[config.mk]
export PLATFORM = sky130hd
export DESIGN_NAME = fetch_buffer
export DESIGN_NICKNAME = d
export VERILOG_FILES = /design/src/rtl/fetch_pkg.sv /design/src/rtl/fetch_buffer_sync_fifo.sv /design/src/rtl/fetch_buffer.sv
export SDC_FILE = /design/constraint.sdc
export NUM_CORES = 1
export LEC_CHECK = 0
export ABC_CLOCK_PERIOD_IN_PS = 3550
export BUFFER_PORTS_ARGS = -buffer_cell sky130_fd_sc_hd__clkbuf_2
export CAP_MARGIN = 20
export CELL_PAD_IN_SITES_DETAIL_PLACEMENT = 1
export CELL_PAD_IN_SITES_GLOBAL_PLACEMENT = 2
export CORE_MARGIN = 2
export CORE_UTILIZATION = 43
export DETAILED_ROUTE_END_ITERATION = 8
export HOLD_SLACK_MARGIN = 0.05
export MAX_ROUTING_LAYER = met4
export PLACE_DENSITY_LB_ADDON = 0.1
export SYNTH_ARGS = -nofsm -noshare
export SYNTH_HDL_FRONTEND = slang
export SYNTH_SLANG_ARGS = --single-unit
[constraint.sdc]
create_clock -name clk -period 3.55 [get_ports clk]
set_clock_uncertainty 0.05 [all_clocks]
set_input_delay 0.1775 -clock clk [delete_from_list [all_inputs] [get_ports clk]]
set_output_delay 0.1775 -clock clk [all_outputs]
set_load 0.01 [all_outputs]
[src/rtl/fetch_pkg.sv]
// fetch_pkg: shared types and constants for the instruction-fetch buffer.
package fetch_pkg;

  // Fetch control states: one idle cycle out of reset, then steady-state fetching
  typedef enum logic {
    BOOT = 1'b0,
    RUN  = 1'b1
  } fetch_state_e;

  localparam logic [63:0] DEFAULT_RESET_PC = 64'h0000_0000_8000_0000;
  localparam int          INSTR_STEP       = 4;

  // Canonical layout of a buffered fetch entry at the default widths
  localparam int ENTRY_XLEN = 64;
  localparam int ENTRY_ILEN = 32;

  typedef struct packed {
    logic [ENTRY_XLEN-1:0] pc;
    logic [ENTRY_ILEN-1:0] instr;
  } fetch_entry_t;

endpackage

[src/rtl/fetch_buffer_sync_fifo.sv]
// sync_fifo: single-clock FIFO with registered storage, occupancy count and flush.
module sync_fifo #(
  parameter int WIDTH = 8,
  parameter int DEPTH = 4
) (
  input  logic                   clk,
  input  logic                   rst_n,
  input  logic                   flush,
  input  logic                   push,
  input  logic [WIDTH-1:0]       push_data,
  input  logic                   pop,
  output logic [WIDTH-1:0]       head_data,
  output logic [$clog2(DEPTH):0] count
);

  localparam int AW = $clog2(DEPTH);

  logic [WIDTH-1:0] mem [DEPTH];
  logic [AW-1:0]    wr_ptr;
  logic [AW-1:0]    rd_ptr;
  logic             do_push;
  logic             do_pop;

  // Qualify push/pop so a full or empty queue never has its pointers disturbed
  always_comb begin
    do_push = push && (count != (AW+1)'(DEPTH));
    do_pop  = pop && (count != '0);
  end

  // Storage, pointers and occupancy; flush empties the queue in one cycle
  always_ff @(posedge clk or negedge rst_n) begin
    if (!rst_n) begin
      wr_ptr <= '0;
      rd_ptr <= '0;
      count  <= '0;
      for (int i = 0; i < DEPTH; i++) begin
        mem[i] <= '0;
      end
    end else if (flush) begin
      wr_ptr <= '0;
      rd_ptr <= '0;
      count  <= '0;
    end else begin
      if (do_push) begin
        mem[wr_ptr] <= push_data;
        wr_ptr      <= wr_ptr + 1'b1;
      end
      if (do_pop) begin
        rd_ptr <= rd_ptr + 1'b1;
      end
      case ({do_push, do_pop})
        2'b10:   count <= count + 1'b1;
        2'b01:   count <= count - 1'b1;
        default: count <= count;
      endcase
    end
  end

  assign head_data = mem[rd_ptr];

endmodule

[src/rtl/fetch_buffer.sv]
// fetch_buffer: prefetching fetch unit with credit-limited requests and redirect flush.
module fetch_buffer
  import fetch_pkg::*;
#(
  parameter int              XLEN     = 64,
  parameter int              ILEN     = 32,
  parameter int              DEPTH    = 4,
  parameter logic [XLEN-1:0] RESET_PC = XLEN'(DEFAULT_RESET_PC)
) (
  input  logic            clk,
  input  logic            rst_n,
  output logic            mem_req_valid,
  input  logic            mem_req_ready,
  output logic [XLEN-1:0] mem_req_addr,
  input  logic            mem_resp_valid,
  input  logic [ILEN-1:0] mem_resp_data,
  input  logic            redirect_valid,
  input  logic [XLEN-1:0] redirect_pc,
  output logic            fetch_o_valid,
  input  logic            fetch_i_ready,
  output logic [XLEN-1:0] fetch_o_pc,
  output logic [ILEN-1:0] fetch_o_instr,
  output logic [XLEN-1:0] fetch_o_pre_pc
);

  localparam int              CW   = $clog2(DEPTH) + 1;
  localparam logic [XLEN-1:0] STEP = XLEN'(INSTR_STEP);

  typedef struct packed {
    logic [XLEN-1:0] pc;
    logic [ILEN-1:0] instr;
  } entry_t;

  fetch_state_e    state;
  fetch_state_e    state_next;
  logic [XLEN-1:0] req_pc;
  logic [XLEN-1:0] pc_head;
  logic [XLEN-1:0] redirect_aligned;
  logic [CW-1:0]   outstanding;
  logic [CW-1:0]   outstanding_next;
  logic [CW-1:0]   drop;
  logic [CW-1:0]   pc_count;
  logic [CW-1:0]   out_count;
  logic            req_hs;
  logic            resp_keep;
  logic            dec_hs;
  logic            credit_ok;
  entry_t          enq_entry;
  entry_t          head_entry;

  // Handshakes and the credit limit shared by issue, drop and queue control
  always_comb begin
    req_hs           = mem_req_valid && mem_req_ready;
    resp_keep        = mem_resp_valid && (drop == '0) && !redirect_valid;
    dec_hs           = fetch_o_valid && fetch_i_ready;
    credit_ok        = ({1'b0, out_count} + {1'b0, outstanding}) < (CW+1)'(DEPTH);
    redirect_aligned = redirect_pc & ~XLEN'(3);
  end

  // State register
  always_ff @(posedge clk or negedge rst_n) begin
    if (!rst_n) begin
      state <= BOOT;
    end else begin
      state <= state_next;
    end
  end

  // Next state: a single idle cycle after reset, then fetch forever
  always_comb begin
    state_next = state;
    case (state)
      BOOT:    state_next = RUN;
      RUN:     state_next = RUN;
      default: state_next = BOOT;
    endcase
  end

  // Request issue: only in RUN and only while buffered plus in-flight entries leave room
  always_comb begin
    mem_req_valid = 1'b0;
    if (state == RUN) begin
      mem_req_valid = credit_ok;
    end
  end

  // In-flight count after this cycle's request and response
  always_comb begin
    outstanding_next = outstanding;
    case ({req_hs, mem_resp_valid})
      2'b10:   outstanding_next = outstanding + 1'b1;
      2'b01:   outstanding_next = outstanding - 1'b1;
      default: outstanding_next = outstanding;
    endcase
  end

  // Fetch PC, in-flight count and stale-response drop counter
  always_ff @(posedge clk or negedge rst_n) begin
    if (!rst_n) begin
      req_pc      <= RESET_PC;
      outstanding <= '0;
      drop        <= '0;
    end else begin
      outstanding <= outstanding_next;
      if (redirect_valid) begin
        req_pc <= redirect_aligned;
        drop   <= outstanding_next;
      end else begin
        if (req_hs) begin
          req_pc <= req_pc + STEP;
        end
        if (mem_resp_valid && (drop != '0)) begin
          drop <= drop - 1'b1;
        end
      end
    end
  end

  assign mem_req_addr = req_pc;

  sync_fifo #(
    .WIDTH (XLEN),
    .DEPTH (DEPTH)
  ) u_pc_fifo (
    .clk       (clk),
    .rst_n     (rst_n),
    .flush     (redirect_valid),
    .push      (req_hs),
    .push_data (req_pc),
    .pop       (resp_keep),
    .head_data (pc_head),
    .count     (pc_count)
  );

  assign enq_entry.pc    = pc_head;
  assign enq_entry.instr = mem_resp_data;

  sync_fifo #(
    .WIDTH ($bits(entry_t)),
    .DEPTH (DEPTH)
  ) u_out_fifo (
    .clk       (clk),
    .rst_n     (rst_n),
    .flush     (redirect_valid),
    .push      (resp_keep),
    .push_data (enq_entry),
    .pop       (dec_hs),
    .head_data (head_entry),
    .count     (out_count)
  );

  assign fetch_o_valid  = (out_count != '0);
  assign fetch_o_pc     = head_entry.pc;
  assign fetch_o_instr  = head_entry.instr;
  assign fetch_o_pre_pc = head_entry.pc + STEP;

  // Memory must never answer without a pending request; kept responses always have a PC
  a_resp_has_outstanding: assert property (@(posedge clk) disable iff (!rst_n)
    mem_resp_valid |-> (outstanding != '0));
  a_kept_resp_has_pc: assert property (@(posedge clk) disable iff (!rst_n)
    resp_keep |-> (pc_count != '0));

endmodule

==> out/metrics.cfg <==
[power]
powerDensity_nw_per_um2=692.5
clkPwrFrac_pct=29.7
sw_frac_of_total_pct=31.48
ir_worst_vdd_uv=419.4
p_int_uw=19520
p_switching_uw=8968
comb_power_share_pct=32.8
p_seq_share_pct=37.5
leakage_uw=0.01958

[synth]
seq_area_frac_synth_pct=53.80
yosysWarnings=0
syn_area_per_cell_um2=14.52
ys_types=52
synth_edf_count=0
ys_ff_latch=707
synth_area_leaders=dfrtp_1 54%, mux2_2 22%, mux4_2 11%
ys_async_sr_fraction_pct=100.0
syn_inst=2265
netlist_area_um2=32880
yosys.area.top_type_share_pct=53.72
yosys.area.top_type=dfrtp_1
ys.flop_type=dfrtp_1

[final_layout]
antennaDiodeCount=0
area_growth_pct=25.10
final_common_cell=dfrtp_1
design_area_um2=41140
nNetsFinal=2929
drive_above_1_share_pct=52.11
final_cell_mix=702 x dfrtp_1, 631 x mux2_2, 304 x clkbuf_2
fillCellCount=7391

[setup_path]
cp_cell_sequence=buf_6 -> buf_16 -> mux4_2 -> nand4_1 -> nor2_1 -> nand4_4 -> buf_12 -> nor3_1 -> xor2_1 -> clkbuf_2
crit_path_max_fanout=8
crit_path_end_kind=output pin
r2r_setup_slack_ns=0.20
crit_arrival_ns=3.44
slowest_delay_ns=0.58
crit_required_ns=3.32
cp_slowest_cell=dfrtp_4
start_kind=register
crit_type=reg -> out

[floorplanning]
io_pins=328
dieWidth_um=280.5
rows=101
start_util_pct=43.37
die_area_um2=78700
die_y_um=280.5
core_area_um2=75820

[flow_run]
cap_viol_max_count=0

[global_routing]
grt_pass1_vias=23870
track_usage_pct=25.72
overflow=0
grt_max_degree=109
grt_pass1_wl_mm=148.2
grt_antenna_before_repair=2

[timing]
fmax_mhz=272.9
setup_viol=29
fin_hold_ws_ns=0.1868
layout_setup_ws_ns=-0.1141
period_share_pct=103.2
worst_pin_slew_ns=1.063
rsz0062_at_grt=true
relSlewSlack_pct=29.16
slew_viol_final=0
final-hold-violation-count=0
finalCriticalPeriod_ns=3.664

[place]
port_buffers=319
dp_hpwl_mm=63.52
gp_congestion=0.7830
place_area_um2=36070

[detailed_routing]
drc=0
ant_nets=0
wl_per_cell_um=25.12
drt-pass1-iter-count=7
wirelength_mm=96.62
routed_via_density=5.537
vias=21300
dr.first_iter.drc_count=910

[min_path]
min_path_type=in -> reg

[clocking]
cts_sinks=707
cts_made_buffers=78
root_buffer=clkbuf_16
path_clk_slew_ns=0.06
tritoncts=built
cts_max_level=3
cts_buffer_depth=3
clk_latency_ns=0.62

[run_status]
status=complete, but fails checks
violations=setup timing

## final cells by class
cell class / instances / area, um2 / share of cell area [%]
Timing Repair Buffer: 611 / 4521 / 10.99
Tap cell: 978 / 1224 / 2.975
Multi-Input combinational cell: 1373 / 14850 / 36.09
Clock inverter: 25 / 309.0 / 0.7513
Inverter: 38 / 142.6 / 0.3467
Sequential cell: 707 / 17710 / 43.05
Clock buffer: 115 / 2385 / 5.797
## through the flow
stage	power (uW)	std cells	setup slack, ns	util [%]	setup TNS, ns
detailed placement	19300	3513	0.01871	47.57	0
global placement	18910	3512	-0.3815	47.56	-2.871
finish	28490	3847	-0.1141	54.25	-1.584
floorplan	15950	2270	0.6260	-	0
CTS	28650	3827	-0.09459	53.83	-1.866
global route	29950	3847	-0.2318	54.25	-5.011
## what timing repair did
item	in CTS	in global routing
endpoints found under the hold margin	284	0
gates cloned	4	0
pin swaps	28	24
hold buffers	116	0
setup endpoints to repair	47	42
setup buffers	54	20
gates resized for setup	68	48
## critical path, delay by kind of cell (launching register included)
family	cells	cell delay, ns
multiplexers	1	0.38
buffers and inverters	4	0.66
XOR/XNOR	1	0.16
AND/OR/NAND/NOR	4	1.01
flip-flops	1	0.58
## sequential cells by signal, indices dropped and copies added (netlist names)
signal             cells
u_pc_fifo.mem        248
u_out_fifo.mem       376
u_pc_fifo.wr_ptr       2
mem_req_addr          62
u_out_fifo.rd_ptr      2
u_pc_fifo.rd_ptr       2
outstanding            3
u_pc_fifo.count        3
u_out_fifo.wr_ptr      2
drop                   3
u_out_fifo.count       3
state                  1
## metal layers
metal  track usage [%]  share of wire (%)  vias up  wire (um)
met5                 -                  0        -          0
met4             7.871                3.0        0       2917
met3             3.564                3.3      153       3184
met2             43.22                 51      364      49050
met1             32.39                 43    11470      41480
li1                  -                  -     9320          -
## power groups by stage
stage / Sequential (uW) / Clock, uW / Combinational [uW]
floorplan: 10400 / 0 / 5600
global placement: 10600 / 0 / 8260
detailed placement: 10800 / 0 / 8500
CTS: 10700 / 8650 / 9320
global route: 10900 / 8990 / 10100
finish: 10700 / 8450 / 9360
## synth_stat cells, types with 21 or more instances
library cell	instances
o21ai_0	43
xnor2_1	74
mux4_2	156
buf_2	35
nor2_1	51
nand3_1	54
dfrtp_1	706
inv_1	36
nor3_1	28
o21ai_1	21
clkbuf_1	88
mux2_2	631
xor2_1	59
nand2_1	109
## path summary, 6_finish.rpt
path	from	to	depth (start not counted)
min in group asynchronous	rst_n	u_out_fifo.mem[9]$_DFFE_PN0P_	2
max in group asynchronous	rst_n	u_pc_fifo.mem[22]$_DFFE_PN0P_	4
min	mem_req_ready	u_pc_fifo.wr_ptr[0]$_DFFE_PN0P_	5
min reg2reg	u_out_fifo.mem[123]$_DFFE_PN0P_	u_out_fifo.mem[123]$_DFFE_PN0P_	1
max reg2reg	mem_req_addr[27]$_DFFE_PN0N_	mem_req_addr[56]$_DFFE_PN0N_	8
max	u_out_fifo.rd_ptr[0]$_DFFE_PN0P_	fetch_o_pre_pc[51]	10
## logic make-up after synthesis
group,share of synthesized area (%)
flops,53.80
buf+inv,2.660
other cells,0.02284
xor+xnor,3.542
simple gates,5.650
mux,32.44
compound gates,1.122
fa+ha+maj,0.7534
Power figures use the tool's default switching activity.
